==> config.mk <==
export PLATFORM = sky130hd
export DESIGN_NAME = fetch_ctrl
export DESIGN_NICKNAME = d
export VERILOG_FILES = /design/src/rtl/fetch_pkg.sv /design/src/rtl/fetch_pc_chk.sv /design/src/rtl/fetch_ctrl.sv
export SDC_FILE = /design/constraint.sdc
export NUM_CORES = 1
export LEC_CHECK = 0
export BUFFER_PORTS_ARGS = -buffer_cell sky130_fd_sc_hd__buf_4
export CAP_MARGIN = 20
export CORE_MARGIN = 3
export CORE_UTILIZATION = 40
export DETAILED_ROUTE_END_ITERATION = 6
export GPL_ROUTABILITY_DRIVEN = 0
export MAX_ROUTING_LAYER = met4
export PLACE_DENSITY = 0.64
export SYNTH_ARGS = -nofsm -noshare
export SYNTH_HDL_FRONTEND = slang
export SYNTH_HIERARCHICAL = 1
export SYNTH_SLANG_ARGS = --single-unit
==> constraint.sdc <==
create_clock -name clk -period 5.5 [get_ports clk]
set_input_delay 0.825 -clock clk [delete_from_list [all_inputs] [get_ports clk]]
set_output_delay 0.825 -clock clk [all_outputs]
set_load 0.1 [all_outputs]
==> src/rtl/fetch_pkg.sv <==
// rtl/fetch_pkg.sv - shared FSM encoding and default sizes for the instruction fetch controller
package fetch_pkg;

    localparam int INSTR_MEM_SIZE_DEF = 128;

    typedef enum logic [1:0] {
        ST_FETCH = 2'd0,
        ST_VALID = 2'd1,
        ST_FAULT = 2'd2
    } fetch_state_e;

endpackage

==> src/rtl/fetch_pc_chk.sv <==
// rtl/fetch_pc_chk.sv - combinational alignment / range check of a candidate PC
//   pc    : candidate program counter (byte address)
//   pc_ok : 1 when pc is word aligned and pc+3 lies inside the instruction memory
module fetch_pc_chk #(
    parameter int MEM_SIZE = 128
) (
    input  logic [31:0] pc,
    output logic        pc_ok
);

    // Compare in 33 bits so that pc+4 can never wrap and MEM_SIZE < 4 cannot underflow.
    localparam logic [32:0] MEM_END = 33'(MEM_SIZE);

    logic [32:0] pc_end;

    assign pc_end = {1'b0, pc} + 33'd4;
    assign pc_ok  = (pc[1:0] == 2'b00) && (pc_end <= MEM_END);

endmodule

==> src/rtl/fetch_ctrl.sv <==
// rtl/fetch_ctrl.sv - byte-serial instruction fetch with valid/ready handoff, redirect and sticky fault
//   clk, rst_n          : clock, asynchronous active-low reset
//   ByteAddr / ByteData : byte-wide external instruction memory (combinational read)
//   Instr / InstrPC     : assembled big-endian instruction and its PC
//   InstrValid / InstrReady : output handshake
//   Redirect / RedirectPC   : one-cycle restart request and its target
//   Fault               : sticky misaligned / out-of-range PC flag, cleared only by reset
module fetch_ctrl
    import fetch_pkg::*;
#(
    parameter int          INSTR_MEM_SIZE = INSTR_MEM_SIZE_DEF,
    parameter logic [31:0] RESET_PC       = 32'h0000_0000
) (
    input  logic        clk,
    input  logic        rst_n,
    output logic [31:0] ByteAddr,
    input  logic [7:0]  ByteData,
    output logic [31:0] Instr,
    output logic [31:0] InstrPC,
    output logic        InstrValid,
    input  logic        InstrReady,
    input  logic        Redirect,
    input  logic [31:0] RedirectPC,
    output logic        Fault
);

    fetch_state_e state, state_next;
    logic [31:0]  pc, pc_next;
    logic [1:0]   byte_cnt;
    logic [31:0]  instr_q;
    logic [31:0]  instr_pc_q;
    logic         pc_ok;
    logic         restart;
    logic         fetch_step;

    fetch_pc_chk #(
        .MEM_SIZE (INSTR_MEM_SIZE)
    ) u_pc_chk (
        .pc    (pc_next),
        .pc_ok (pc_ok)
    );

    // Next-PC mux and state transition. Redirect wins over a handshake.
    // In FETCH without a redirect, pc_next equals pc, so the same checker
    // also catches an illegal RESET_PC on the first edge after reset.
    always_comb begin
        pc_next    = pc;
        state_next = state;
        restart    = 1'b0;
        fetch_step = 1'b0;
        case (state)
            ST_FETCH: begin
                if (Redirect) begin
                    pc_next = RedirectPC;
                    restart = 1'b1;
                end else if (byte_cnt == 2'd3) begin
                    state_next = ST_VALID;
                end
            end
            ST_VALID: begin
                if (Redirect) begin
                    pc_next = RedirectPC;
                    restart = 1'b1;
                end else if (InstrReady) begin
                    pc_next = pc + 32'd4;
                    restart = 1'b1;
                end
            end
            default: begin
                // FAULT is terminal until reset; Redirect and InstrReady are ignored.
            end
        endcase

        if ((restart || (state == ST_FETCH)) && !pc_ok) begin
            state_next = ST_FAULT;
        end else if (restart) begin
            state_next = ST_FETCH;
        end

        fetch_step = (state == ST_FETCH) && !restart && (state_next != ST_FAULT);
    end

    always_ff @(posedge clk or negedge rst_n) begin
        if (!rst_n) begin
            state      <= ST_FETCH;
            pc         <= RESET_PC;
            byte_cnt   <= 2'd0;
            instr_q    <= 32'd0;
            instr_pc_q <= 32'd0;
        end else begin
            state <= state_next;
            pc    <= pc_next;
            if (fetch_step) begin
                case (byte_cnt)
                    2'd0:    instr_q[31:24] <= ByteData;
                    2'd1:    instr_q[23:16] <= ByteData;
                    2'd2:    instr_q[15:8]  <= ByteData;
                    default: instr_q[7:0]   <= ByteData;
                endcase
                byte_cnt <= byte_cnt + 2'd1;
                if (byte_cnt == 2'd3) begin
                    instr_pc_q <= pc;
                end
            end else begin
                byte_cnt <= 2'd0;
            end
        end
    end

    // Outside FETCH the address parks on PC; the read has no side effect.
    assign ByteAddr   = (state == ST_FETCH) ? (pc + {30'd0, byte_cnt}) : pc;
    assign Instr      = instr_q;
    assign InstrPC    = instr_pc_q;
    assign InstrValid = (state == ST_VALID);
    assign Fault      = (state == ST_FAULT);

endmodule

==> results by stage <==
Synthesis:
- The count of different cell masters after synthesis is 73.
- The synthesized netlist occupies a cell area of 5886 µm².
- The number of synthesis warnings is 6.
- Synthesis produced 566 cells.
- The mean area per synthesized cell is 10.40 µm².
- The count of state elements after synthesis is 100.
- Of the synthesized area, sequential elements account for 42.52%.
- When the netlist entered floorplanning its net count stood at 619.
- The most used flip-flop cell after synthesis is dfrtp_1.
- The proportion of synthesized flip-flops having asynchronous set or reset is 100.0%.
- In this run, synthesis inferred 0 flip-flops with an integrated enable.

Power:
- In this run the static leakage power is 0.003462 µW.
- The total power divided by cell area is 215.4 nW/µm².
- VDD sags by at most 0.0001485 V.
- The overall power of the completed layout is 1592 µW.

CTS:
- The number of hold-repair buffers added at the cts stage is 0.
- TritonCTS built the clock tree.
- The number of clock buffers added by TritonCTS is 9.
- The count of clock tree sinks is 100.
- The clock-pin slew on the worst setup and hold paths is 0.08 ns.
- The later pin in the worst-skew pair is clocked with a latency of 0.36 ns.
- Post-CTS timing repair inserted 0 buffers for setup.
- The root buffer cell is clkbuf_16.
- The post-cts sizing count is 0.
- No sink is reached through more buffers than the 2 on the longest clock path.
- The H-tree generated during clock tree synthesis spans 3 levels.

Setup path:
- The maximum fanout encountered on the critical timing path is 9.
- Traced cell by cell, the critical path runs through ha_1 -> nand4_2 -> nor3_1 -> buf_4 -> or3b_1 -> o211ai_1 -> nand3_1 -> nor3_1 -> xor2_1 -> a2111oi_2 -> o211ai_1 -> and4b_1 -> and3_1 -> nand2_1 -> mux2_2.
- In this run the critical register-to-register path is launched from pc[2]$_DFF_PN0_.
- The worst setup path is captured at a register.
- The number of cells on the worst reg-to-reg path is 15.
- In this run the register-to-register setup slack is 0.75 ns.
- The slowest stage of the critical path belongs to the cell dfrtp_1.
- The endpoint identified for the worst register-to-register timing path is Instr[26]$_DFFE_PN0P_.
- The nature of the critical path startpoint is a register.
- For the worst setup path, the data required time is 5.75 ns.
- The delay of the slowest cell on the worst path is 0.57 ns.
- The type of the worst setup path is reg2reg.
- The arrival time at the worst endpoint is 5.00 ns.

Global routing:
- The met1 layer usage reported by global route is 32.02%.
- Global routing used 22.94% of the available tracks across all layers.
- After global routing the overflow that remains totals 0.
- The most used routing layer in global routing is met2.
- The met3 layer usage reported by global route is 4.599%.
- For met2 alone, demand over resource in global routing was 34.22%.
- The initial antenna violation count is 0.
- The first global-routing pass estimated 28.48 mm of wire.
- The via count of the first global-routing pass came to 5223.
- Entering global routing, the biggest net connects 58 pins.

Finish:
- In the final layout, the multi-input gates occupy 3107 µm².
- The area overhead of the layout relative to synthesis is 25.60%.
- Counting the fill cells in the layout gives 1313.
- The proportion of layout cells with a drive suffix above 1 is 38.59%.
- Summing all flip-flop and latch instances after layout gives 2502 µm².
- The layout net count is 745.
- The count of antenna diodes in the layout is 0.

Place:
- The number of I/O port buffers is 141.
- The detailed placement HPWL is 13.09 mm.

Drt:
- The total wirelength of the detailed-routed design is 17.99 mm.
- In the final routed layout, each cell accounts on average for 20.52 µm.
- The via total after detailed routing is 5200.
- The violation count after the first detailed-routing iteration is 543.
- The remaining design rule violation count is 0.
- The number of antenna-violating nets in the routed design is 0.
- Dividing the detail-routed via count by the number of cells gives 5.929.
- The number of detailed-routing iterations run before antenna repair is 5.

Status:
- The run finished with clean final reports.

Die:
- The placeable core region is 14150 µm².
- The number of rows in the core area is 43.
- The die is 127.3 µm wide.
- The die is 127.3 µm tall.
- The initial utilization of the core area, before any placement, comes to 41.60%.
- The count of boundary I/O pins is 142.
- The die covers 16210 µm².

STA:
- The number of setup violations in the final report is 0.
- Setup repair after global routing left no endpoint under its margin.
- The highest attainable clock frequency is 210.5 MHz.
- The number of endpoints with negative hold slack in the final report is 0.
- The post-route clock skew is 0.008527 ns.
- The final critical delay including setup and external delays is 4.751 ns.
- The summed negative setup slack over all endpoints is 0 ns.
- The part of the cycle the worst path needs is 86.39%.
- The headroom to the max-slew limit is 39.00%.
- The tightest hold path in the finished design has a slack of 0.4507 ns.
- The count of final max-slew check failures was 0.
- At the pin with the least slew margin, the transition time is 0.9008 ns.

Run:
- The count of maximum capacitance violations is 0.

Min path:
- The worst hold path class is in2async.
## cell usage after synthesis (3+ instances only)
cell type  instances  area [µm²]
dfrtp_1          100        2502
mux2_2            65       732.0
nand2_1           38       142.6
nor2_1            30       112.6
nand3_1           24       120.1
xor2_1            24       210.2
clkbuf_1          22       82.58
nand4_1           21       131.4
inv_1             15       56.30
nor3_1            15       75.07
a21oi_1           14       70.07
o21ai_0           14       70.07
a22oi_1           13       97.59
xnor2_1           12       105.1
buf_2              9       45.04
or3_1              9       56.30
ha_1               8       100.1
nor4_1             8       50.05
or4_1              8       60.06
and4_1             6       52.55
o211ai_1           6       45.04
nor3_2             5       50.05
o311ai_0           5       43.79
buf_1              4       15.01
buf_6              4       45.04
mux2i_1            4       40.04
a31oi_1            3       18.77
and2_1             3       18.77
and3_1             3       18.77
and3_2             3       22.52
nand4_2            3       37.54
nor2b_1            3       18.77
nor4b_1            3       26.28
o311ai_1           3       26.28
o32ai_1            3       26.28
or2_2              3       18.77
## worst max path at each step
stage               slack, ns                 endpoint             from  depth (start not counted)
floorplan                1.04  InstrPC[10]$_DFFE_PN0P_       InstrReady                         16
global placement         0.66    Instr[31]$_DFFE_PN0P_       InstrReady                         14
finish                   0.75    Instr[26]$_DFFE_PN0P_  pc[2]$_DFF_PN0_                         15
CTS                      0.79    Instr[26]$_DFFE_PN0P_  pc[4]$_DFF_PN0_                         13
detailed placement       0.51    Instr[26]$_DFFE_PN0P_       InstrReady                         14
global route             0.40    Instr[26]$_DFFE_PN0P_  pc[4]$_DFF_PN0_                         13
## power breakdown
group	total [µW]	internal (µW)	switching [µW]
sequential	753	741	12.8
combinational	160	49.4	111
clock	679	362	316
## metrics by stage
step                      worst slack (ns)  util (%)  area [µm²]  std cells
after detailed placement            0.5069     50.07        7084        861
after global placement              0.6632     50.07        7084        861
after floorplan                      1.043         -        5886        566
final                               0.7486     52.24        7392        877
after CTS                           0.7914     52.24        7392        877
after global routing                0.4013     52.24        7392        877
## routing by layer
metal  vias to the layer above  routed length (µm)
met1                      2562                8029
li1                       2359                   -
met5                         -                   0
met4                         0                 352
met3                        31                1474
met2                       248                8136
## logic make-up (layout without fill, tap and decap cells)
| family | Yosys count | in the layout | synth area share (%) |
|---|---|---|---|
| AND/OR/NAND/NOR | 205 | 205 | 21.13 |
| flip-flops | 100 | 100 | 42.52 |
| buffers and inverters | 59 | 190 | 4.698 |
| AO/OA/AOI/OAI | 88 | 88 | 11.14 |
| XOR/XNOR | 36 | 36 | 5.357 |
| multiplexers | 69 | 69 | 13.12 |
| adder cells (fa/ha/maj) | 9 | 9 | 2.041 |
## final cells by class
type                            count  area share, %
Clock buffer                        9          3.047
Timing Repair Buffer              159          16.15
Multi-Input combinational cell    407          42.03
Tap cell                          180          3.047
Inverter                           15         0.7617
Clock inverter                      7          1.117
Sequential cell                   100          33.85
## registers in the layout (all words and copies together) (netlist names)
register  flops
state         2
pc           32
Instr        32
InstrPC      32
byte_cnt      2
## critical path, delay by kind of cell (launching register included)
family,cells,cell delay [ns]
simple gates,8,2.14
mux,1,0.38
flops,1,0.57
buf+inv,1,0.20
xor+xnor,1,0.12
fa+ha+maj,1,0.32
compound gates,3,0.91
## placed cells by master (no fill, tap or decap), types with 6 or more instances in the layout
cell type	Yosys	layout
buf_4	2	159
dfrtp_1	100	100
mux2_2	65	65
nand2_1	38	38
nor2_1	30	30
nand3_1	24	24
xor2_1	24	24
nand4_1	21	21
inv_1	15	15
nor3_1	15	15
o21ai_0	14	14
a21oi_1	14	14
a22oi_1	13	13
xnor2_1	12	12
or3_1	9	9
clkbuf_16	0	9
or4_1	8	8
nor4_1	8	8
ha_1	8	8
and4_1	6	6
o211ai_1	6	6
(Power assumes the default switching activity.)
